--- src/rtl/lcd_freq_display_module.sv ---
// HD44780 8-bit driver: power-up wait, init sequence, then two-line frames
// showing a 7-digit BCD frequency and a status/page line. Optional macro
// LCD_REFRESH_ON_CHANGE_EN makes refresh change-driven instead of continuous.
module lcd_freq_display_module #(
    parameter logic [63:0] CLK_FREQ = 64'd200000000
) (
    input  logic       clk,
    input  logic       rst,
    input  logic [3:0] freq_1,
    input  logic [3:0] freq_2,
    input  logic [3:0] freq_3,
    input  logic [3:0] freq_4,
    input  logic [3:0] freq_5,
    input  logic [3:0] freq_6,
    input  logic [3:0] freq_7,
    input  logic [2:0] digit_counter,
    input  logic       sel_A,
    input  logic       sel_B,
    input  logic       sel_C,
    input  logic       next_page,
    output logic       lcd_rs,
    output logic       lcd_rw,
    output logic       lcd_e,
    output logic [7:0] lcd_data,
    output logic       busy,
    output logic       refresh_done
);

    localparam logic [63:0] T_US_W  = ((CLK_FREQ / 64'd1000000) == 64'd0) ? 64'd1 : (CLK_FREQ / 64'd1000000);
    localparam logic [63:0] T_PWR_W = 64'd20000 * T_US_W;
    localparam logic [63:0] T_CMD_W = 64'd50 * T_US_W;
    localparam logic [63:0] T_CLR_W = 64'd2000 * T_US_W;
    localparam logic [31:0] T_US    = T_US_W[31:0];
    localparam logic [31:0] T_PWR   = T_PWR_W[31:0];
    localparam logic [31:0] T_CMD   = T_CMD_W[31:0];
    localparam logic [31:0] T_CLR   = T_CLR_W[31:0];

    localparam logic [3:0] S_PWR_WAIT    = 4'd0;
    localparam logic [3:0] S_INIT        = 4'd1;
    localparam logic [3:0] S_FRAME_START = 4'd2;
    localparam logic [3:0] S_ADDR1       = 4'd3;
    localparam logic [3:0] S_LINE1       = 4'd4;
    localparam logic [3:0] S_ADDR2       = 4'd5;
    localparam logic [3:0] S_LINE2       = 4'd6;
    localparam logic [3:0] S_FRAME_END   = 4'd7;
    localparam logic [3:0] S_IDLE        = 4'd8;

    localparam logic [1:0] PH_SETUP = 2'd0;
    localparam logic [1:0] PH_PULSE = 2'd1;
    localparam logic [1:0] PH_HOLD  = 2'd2;

    logic [3:0]  state_q, state_d;
    logic [1:0]  phase_q, phase_d;
    logic [31:0] cnt_q, cnt_d;
    logic [3:0]  idx_q, idx_d;
    logic [33:0] snap_q, snap_d;
    logic        page_snap_q, page_snap_d;
    logic        page_q;
    logic        np_prev_q;
    logic        lcd_rs_q, lcd_rs_d;
    logic        lcd_e_q, lcd_e_d;
    logic [7:0]  lcd_data_q, lcd_data_d;
    logic        busy_q, busy_d;
    logic        refresh_done_q, refresh_done_d;
    logic [33:0] live_s;
    logic [31:0] hold_len_s;

    // Snapshot layout: {freq_7..freq_1, digit_counter, sel_A, sel_B, sel_C}
    assign live_s = {freq_7, freq_6, freq_5, freq_4, freq_3, freq_2, freq_1,
                     digit_counter, sel_A, sel_B, sel_C};

    // Clear-display needs the long hold; every other byte uses the short one.
    assign hold_len_s = (!lcd_rs_q && (lcd_data_q == 8'h01)) ? T_CLR : T_CMD;

    assign lcd_rs       = lcd_rs_q;
    assign lcd_rw       = 1'b0;
    assign lcd_e        = lcd_e_q;
    assign lcd_data     = lcd_data_q;
    assign busy         = busy_q;
    assign refresh_done = refresh_done_q;

    function automatic logic [7:0] init_cmd(input logic [3:0] idx);
        logic [7:0] c;
        case (idx)
            4'd0:    c = 8'h38;
            4'd1:    c = 8'h0C;
            4'd2:    c = 8'h01;
            4'd3:    c = 8'h06;
            default: c = 8'h00;
        endcase
        return c;
    endfunction

    function automatic logic [7:0] digit_char(input logic [3:0] bcd, input logic [2:0] pos,
                                              input logic [2:0] dc);
        logic [7:0] c;
        if ((dc == 3'd0) && (pos == 3'd1)) begin
            c = 8'h30;
        end else if (pos <= dc) begin
            c = (bcd > 4'd9) ? 8'h3F : (8'h30 + {4'd0, bcd});
        end else begin
            c = 8'h20;
        end
        return c;
    endfunction

    function automatic logic [7:0] line1_char(input logic [3:0] idx, input logic [33:0] snap);
        logic [7:0] c;
        case (idx)
            4'd0:    c = digit_char(snap[33:30], 3'd7, snap[5:3]);
            4'd1:    c = digit_char(snap[29:26], 3'd6, snap[5:3]);
            4'd2:    c = digit_char(snap[25:22], 3'd5, snap[5:3]);
            4'd3:    c = digit_char(snap[21:18], 3'd4, snap[5:3]);
            4'd4:    c = digit_char(snap[17:14], 3'd3, snap[5:3]);
            4'd5:    c = digit_char(snap[13:10], 3'd2, snap[5:3]);
            4'd6:    c = digit_char(snap[9:6],   3'd1, snap[5:3]);
            4'd8:    c = 8'h48;
            4'd9:    c = 8'h7A;
            default: c = 8'h20;
        endcase
        return c;
    endfunction

    function automatic logic [7:0] line2_char(input logic [3:0] idx, input logic [33:0] snap,
                                              input logic page);
        logic [7:0] c;
        if (page) begin
            case (idx)
                4'd0:    c = 8'h44;
                4'd1:    c = 8'h49;
                4'd2:    c = 8'h47;
                4'd3:    c = 8'h49;
                4'd4:    c = 8'h54;
                4'd5:    c = 8'h53;
                4'd6:    c = 8'h3A;
                4'd7:    c = 8'h30 + {5'd0, snap[5:3]};
                default: c = 8'h20;
            endcase
        end else begin
            case (idx)
                4'd0:    c = 8'h41;
                4'd1:    c = 8'h3A;
                4'd2:    c = snap[2] ? 8'h31 : 8'h30;
                4'd4:    c = 8'h42;
                4'd5:    c = 8'h3A;
                4'd6:    c = snap[1] ? 8'h31 : 8'h30;
                4'd8:    c = 8'h43;
                4'd9:    c = 8'h3A;
                4'd10:   c = snap[0] ? 8'h31 : 8'h30;
                default: c = 8'h20;
            endcase
        end
        return c;
    endfunction

    // Page toggles on any next_page rising edge, independent of the frame FSM.
    always_ff @(posedge clk) begin
        if (rst) begin
            np_prev_q <= 1'b0;
            page_q    <= 1'b0;
        end else begin
            np_prev_q <= next_page;
            if (next_page && !np_prev_q) begin
                page_q <= ~page_q;
            end else begin
                page_q <= page_q;
            end
        end
    end

    // Sequencer: each byte runs SETUP -> PULSE -> HOLD; HOLD end picks the next byte or state.
    always_comb begin
        state_d     = state_q;
        phase_d     = phase_q;
        cnt_d       = cnt_q;
        idx_d       = idx_q;
        snap_d      = snap_q;
        page_snap_d = page_snap_q;
        lcd_rs_d    = lcd_rs_q;
        lcd_data_d  = lcd_data_q;
        lcd_e_d     = 1'b0;
        case (state_q)
            S_PWR_WAIT: begin
                if (cnt_q == (T_PWR - 32'd1)) begin
                    state_d    = S_INIT;
                    idx_d      = 4'd0;
                    phase_d    = PH_SETUP;
                    cnt_d      = 32'd0;
                    lcd_rs_d   = 1'b0;
                    lcd_data_d = init_cmd(4'd0);
                end else begin
                    cnt_d = cnt_q + 32'd1;
                end
            end
            S_INIT, S_ADDR1, S_LINE1, S_ADDR2, S_LINE2: begin
                case (phase_q)
                    PH_SETUP: begin
                        phase_d = PH_PULSE;
                        cnt_d   = 32'd0;
                        lcd_e_d = 1'b1;
                    end
                    PH_PULSE: begin
                        if (cnt_q == (T_US - 32'd1)) begin
                            phase_d = PH_HOLD;
                            cnt_d   = 32'd0;
                        end else begin
                            cnt_d   = cnt_q + 32'd1;
                            lcd_e_d = 1'b1;
                        end
                    end
                    PH_HOLD: begin
                        if (cnt_q == (hold_len_s - 32'd1)) begin
                            phase_d = PH_SETUP;
                            cnt_d   = 32'd0;
                            case (state_q)
                                S_INIT: begin
                                    if (idx_q < 4'd3) begin
                                        idx_d      = idx_q + 4'd1;
                                        lcd_data_d = init_cmd(idx_q + 4'd1);
                                    end else begin
                                        state_d = S_FRAME_START;
                                    end
                                end
                                S_ADDR1: begin
                                    state_d    = S_LINE1;
                                    idx_d      = 4'd0;
                                    lcd_rs_d   = 1'b1;
                                    lcd_data_d = line1_char(4'd0, snap_q);
                                end
                                S_LINE1: begin
                                    if (idx_q < 4'd9) begin
                                        idx_d      = idx_q + 4'd1;
                                        lcd_data_d = line1_char(idx_q + 4'd1, snap_q);
                                    end else begin
                                        state_d    = S_ADDR2;
                                        lcd_rs_d   = 1'b0;
                                        lcd_data_d = 8'hC0;
                                    end
                                end
                                S_ADDR2: begin
                                    state_d    = S_LINE2;
                                    idx_d      = 4'd0;
                                    lcd_rs_d   = 1'b1;
                                    lcd_data_d = line2_char(4'd0, snap_q, page_snap_q);
                                end
                                S_LINE2: begin
                                    if (idx_q < 4'd10) begin
                                        idx_d      = idx_q + 4'd1;
                                        lcd_data_d = line2_char(idx_q + 4'd1, snap_q, page_snap_q);
                                    end else begin
                                        state_d = S_FRAME_END;
                                    end
                                end
                                default: begin
                                    state_d = S_PWR_WAIT;
                                end
                            endcase
                        end else begin
                            cnt_d = cnt_q + 32'd1;
                        end
                    end
                    default: begin
                        phase_d = PH_SETUP;
                        cnt_d   = 32'd0;
                    end
                endcase
            end
            S_FRAME_START: begin
                snap_d      = live_s;
                page_snap_d = page_q;
                state_d     = S_ADDR1;
                phase_d     = PH_SETUP;
                cnt_d       = 32'd0;
                lcd_rs_d    = 1'b0;
                lcd_data_d  = 8'h80;
            end
            S_FRAME_END: begin
`ifdef LCD_REFRESH_ON_CHANGE_EN
                state_d = S_IDLE;
`else
                state_d = S_FRAME_START;
`endif
            end
            S_IDLE: begin
                if ((live_s != snap_q) || (page_q != page_snap_q)) begin
                    state_d = S_FRAME_START;
                end else begin
                    state_d = S_IDLE;
                end
            end
            default: begin
                state_d = S_PWR_WAIT;
                cnt_d   = 32'd0;
            end
        endcase
        busy_d         = (state_d != S_IDLE);
        refresh_done_d = (state_d == S_FRAME_END);
    end

    // State, snapshot and registered LCD outputs.
    always_ff @(posedge clk) begin
        if (rst) begin
            state_q        <= S_PWR_WAIT;
            phase_q        <= PH_SETUP;
            cnt_q          <= 32'd0;
            idx_q          <= 4'd0;
            snap_q         <= 34'd0;
            page_snap_q    <= 1'b0;
            lcd_rs_q       <= 1'b0;
            lcd_e_q        <= 1'b0;
            lcd_data_q     <= 8'h00;
            busy_q         <= 1'b1;
            refresh_done_q <= 1'b0;
        end else begin
            state_q        <= state_d;
            phase_q        <= phase_d;
            cnt_q          <= cnt_d;
            idx_q          <= idx_d;
            snap_q         <= snap_d;
            page_snap_q    <= page_snap_d;
            lcd_rs_q       <= lcd_rs_d;
            lcd_e_q        <= lcd_e_d;
            lcd_data_q     <= lcd_data_d;
            busy_q         <= busy_d;
            refresh_done_q <= refresh_done_d;
        end
    end

endmodule
--- config.mk ---
export PLATFORM = sky130hd
export DESIGN_NAME = lcd_freq_display_module
export DESIGN_NICKNAME = d
export VERILOG_FILES = /design/src/rtl/lcd_freq_display_module.sv
export SDC_FILE = /design/constraint.sdc
export NUM_CORES = 1
export LEC_CHECK = 0
export CORE_ASPECT_RATIO = 1.75
export CORE_MARGIN = 2
export CORE_UTILIZATION = 45
export DETAILED_ROUTE_END_ITERATION = 8
export GPL_TIMING_DRIVEN = 1
export PLACE_DENSITY = 0.64
export SLEW_MARGIN = 20
export SYNTH_ARGS = -nofsm -noshare
export SYNTH_HDL_FRONTEND = slang
export SYNTH_SLANG_ARGS = --single-unit
--- constraint.sdc ---
create_clock -name clk -period 3.4 [get_ports clk]
set_input_delay 0.34 -clock clk [delete_from_list [all_inputs] [get_ports clk]]
set_output_delay 0.34 -clock clk [all_outputs]
set_load 0.01 [all_outputs]
==> qor.yml <==
maxClockFrequency_mhz: 313
grt_max_degree: 66
ys_async_sr_fraction: 0
min-delay-path-class: "flop to flop"
die_area_um2: 14500
clock_tree_from_tritoncts: "done"
crit_required_ps: 3670
antenna_cells_inserted: 0
finalSetupViolCount: 0
synth-seq-cells: 91
synthesis.nets: 871
core_region_area_um2: 13300
route.detailed.drc: 0
worst_hold_slack_ps: 489
timing.max_cap.violations: 0
timing_hold_violations_final: 0
dieWidth_um: 91.8
max-clock-path-buffers: 2
io_buffer_count: 48
routed_wirelength_um: 20600
yosysSeqAreaShare: 0.300
place.detailed.instances: 1009
via_count: 6300
period_share: 0.940
grt_remaining_overflow: 0
wire_per_inst_um: 20.1
number_of_global_route_vias_before_repair: 6216
period_minus_slack_ps: 3190
cts_buffers: 9
grt_antenna_before_repair: 0
area_growth_pct: 14.5
clkSlewWorstSetupHoldPaths_ps: 70
layout-drive-gt1-share: 0.0658
drt_iter0_drc: 359
grt_first_pass_wirelength_um: 32000
max_slew.worst_pin.slew_ps: 817
clock_network_latency_to_the_later_pin_of_the_worst_skew_pair_ps: 360
path_class: "flop to flop"
cts.hold.buffers_added: 0
clock-root-buffer: "sky130_fd_sc_hd__clkbuf_16"
tns_ps: 0
cts_sinks: 91
post-layout-total-power_uw: 2300
power-per-cell-area_nw_per_um2: 331
i_o_pin_count: 50
postSynth.topFlopCell: "sky130_fd_sc_hd__dfxtp_1"
groute.usage.overall: 0.283
detailed_place_hpwl_um: 15800
postCtsResizedCells: 0
drt_pre_antenna_iters: 6
antenna_violating_nets_post_route: 0
syn-mean-instance-area_um2: 7.36
worstPathMaxFanout: 11
timing.critical_path.to_type: "flop"
synth.distinct_cells: 77
nNetsFinal: 892
max_slew_margin: 0.455
cts-htree-levels: 3
crit_path_start_kind: "flop"
core_util_final: 0.522
netlist_instances: 825
chipHeight_um: 158
via_per_inst: 6.15
starting_density_of_the_core: 0.456
post-cts-setup-buffer-count: 0
power_leakage_uw: 0.00228
fin_cells: 1025
arrival_ps: 3460
floorplan.rows: 56
status: "completed"
vdd_ir_drop_max_mv: 0.229
synth-warning-count: 0
combined_area_of_all_synthesized_cells_um2: 6080
number_of_synthesized_flops_with_an_enable_pin: 0
slew_violations: 0
globalplace.congestion: 0.990
clock_skew_ps: 9.12
rsz_0062_raised_after_global_routing: "no"
==> cell families (layout without fill, tap and decap cells) <==
| logic type | after synthesis | count (layout) | synth area share |
|---|---|---|---|
| muxes | 13 | 13 | 0.0218 |
| xor gates and xnor gates | 43 | 43 | 0.0620 |
| other | 1 | 1 | 0.000617 |
| adders and majority gates | 9 | 9 | 0.0185 |
| AOI/OAI and AO/OA | 254 | 254 | 0.268 |
| and+or+nand+nor | 340 | 340 | 0.276 |
| buffers and inverters | 74 | 100 | 0.0529 |
| DFF | 91 | 91 | 0.300 |
==> metal layers <==
metal / vias up / share of wire / routed length, µm / global-route usage
met5: - / 0 / 0 / 0
met4: 0 / 0.071 / 1470 / 0.195
met3: 80 / 0.034 / 690 / 0.0352
met2: 215 / 0.56 / 11500 / 0.568
met1: 2975 / 0.34 / 6980 / 0.255
li1: 3030 / - / - / -
==> cells in the final DEF (no fill, tap or decap), drive strengths merged, types with 13 or more instances in the layout <==
cell type,n
or3,13
nand4,23
inv,23
nand2,121
dfxtp,91
o21ai,34
nor3,15
a21oi,101
nand2b,16
buf,16
xnor2,37
clkdlybuf4s50,47
nor2,59
a31oi,25
nand3,32
==> per-stage QoR <==
stage               worst slack [ps]  cell area, µm²
floorplan                        939            6080
global placement                 353            6640
detailed placement               306            6640
CTS                              329            6950
global route                    56.8            6950
finish                           205            6950
==> sequential cells by signal, indices dropped and copies added, names as in the netlist, 2 cells and up <==
name and cells:
cnt_q 32, snap_q 34, state_q 4, phase_q 2, lcd_data 8, idx_q 4
==> power by group <==
part | leakage [µW] | switching, µW | internal [µW]
clock network | 0.000146 | 459 | 597
logic | 0.00140 | 73.9 | 79.4
registers | 0.000734 | 16.8 | 1080
total | 0.00228 | 549 | 1750
==> path summary, 6_finish.rpt <==
kind / startpoint / endpoint / slack, ps / depth (start not counted)
setup reg to reg: idx_q[1]$_SDFFE_PP0P_ / lcd_data[1]$_SDFFE_PP0P_ / 210 / 7
hold / removal: snap_q[2]$_SDFFE_PP0P_ / snap_q[2]$_SDFFE_PP0P_ / 490 / 2
setup / recovery: idx_q[1]$_SDFFE_PP0P_ / lcd_data[1]$_SDFFE_PP0P_ / 210 / 7
hold reg to reg: snap_q[2]$_SDFFE_PP0P_ / snap_q[2]$_SDFFE_PP0P_ / 490 / 2
==> layout make-up <==
type | count | area [µm²]
Timing Repair Buffer | 63 | 588
Clock inverter | 6 | 71.3
Multi-Input combinational cell | 660 | 3940
Tap cell | 174 | 218
Fill cell | 1344 | 6360
Clock buffer | 10 | 239
Inverter | 21 | 78.8
Sequential cell | 91 | 1820
==> critical path: stages (launching register included) <==
cell	delay (ps)
sky130_fd_sc_hd__dfxtp_1	410
sky130_fd_sc_hd__a21boi_0	590
sky130_fd_sc_hd__a21oi_1	190
sky130_fd_sc_hd__o22ai_1	670
sky130_fd_sc_hd__o211ai_1	390
sky130_fd_sc_hd__o21ai_0	370
sky130_fd_sc_hd__o21ai_0	220
sky130_fd_sc_hd__a311oi_1	280
==> cell usage after synthesis (3+ instances only) <==
library cell	n	area, µm²
sky130_fd_sc_hd__nand2_1	121	454
sky130_fd_sc_hd__a21oi_1	100	500
sky130_fd_sc_hd__dfxtp_1	91	1820
sky130_fd_sc_hd__nor2_1	59	221
sky130_fd_sc_hd__clkbuf_1	40	150
sky130_fd_sc_hd__xnor2_1	37	324
sky130_fd_sc_hd__o21ai_0	34	170
sky130_fd_sc_hd__nand3_1	32	160
sky130_fd_sc_hd__a31oi_1	24	150
sky130_fd_sc_hd__nand4_1	23	144
sky130_fd_sc_hd__inv_1	21	78.8
sky130_fd_sc_hd__nand2b_1	16	100
sky130_fd_sc_hd__nor3_1	15	75.1
sky130_fd_sc_hd__or3_1	12	75.1
sky130_fd_sc_hd__mux2i_1	11	110
sky130_fd_sc_hd__a21o_1	10	75.1
sky130_fd_sc_hd__and3_1	10	62.6
sky130_fd_sc_hd__nor4_1	10	62.6
sky130_fd_sc_hd__ha_1	9	113
sky130_fd_sc_hd__o22ai_1	9	56.3
sky130_fd_sc_hd__o211ai_1	8	60.1
sky130_fd_sc_hd__o21a_1	8	60.1
sky130_fd_sc_hd__and2_1	7	43.8
sky130_fd_sc_hd__a211oi_1	6	45.0
sky130_fd_sc_hd__a22o_1	6	52.6
sky130_fd_sc_hd__nor2b_1	6	37.5
sky130_fd_sc_hd__o31ai_1	6	45.0
sky130_fd_sc_hd__xor2_1	6	52.6
sky130_fd_sc_hd__buf_1	5	18.8
sky130_fd_sc_hd__buf_6	5	56.3
sky130_fd_sc_hd__nand3b_1	5	37.5
sky130_fd_sc_hd__or4_1	5	37.5
sky130_fd_sc_hd__or2_2	4	25.0
sky130_fd_sc_hd__a21boi_0	3	22.5
sky130_fd_sc_hd__a221oi_1	3	26.3
sky130_fd_sc_hd__a22oi_1	3	22.5
sky130_fd_sc_hd__a31o_2	3	26.3
sky130_fd_sc_hd__nor3b_1	3	22.5
sky130_fd_sc_hd__o221ai_1	3	26.3
sky130_fd_sc_hd__o311ai_0	3	26.3
Note: power is estimated with default switching activity, not from simulation.
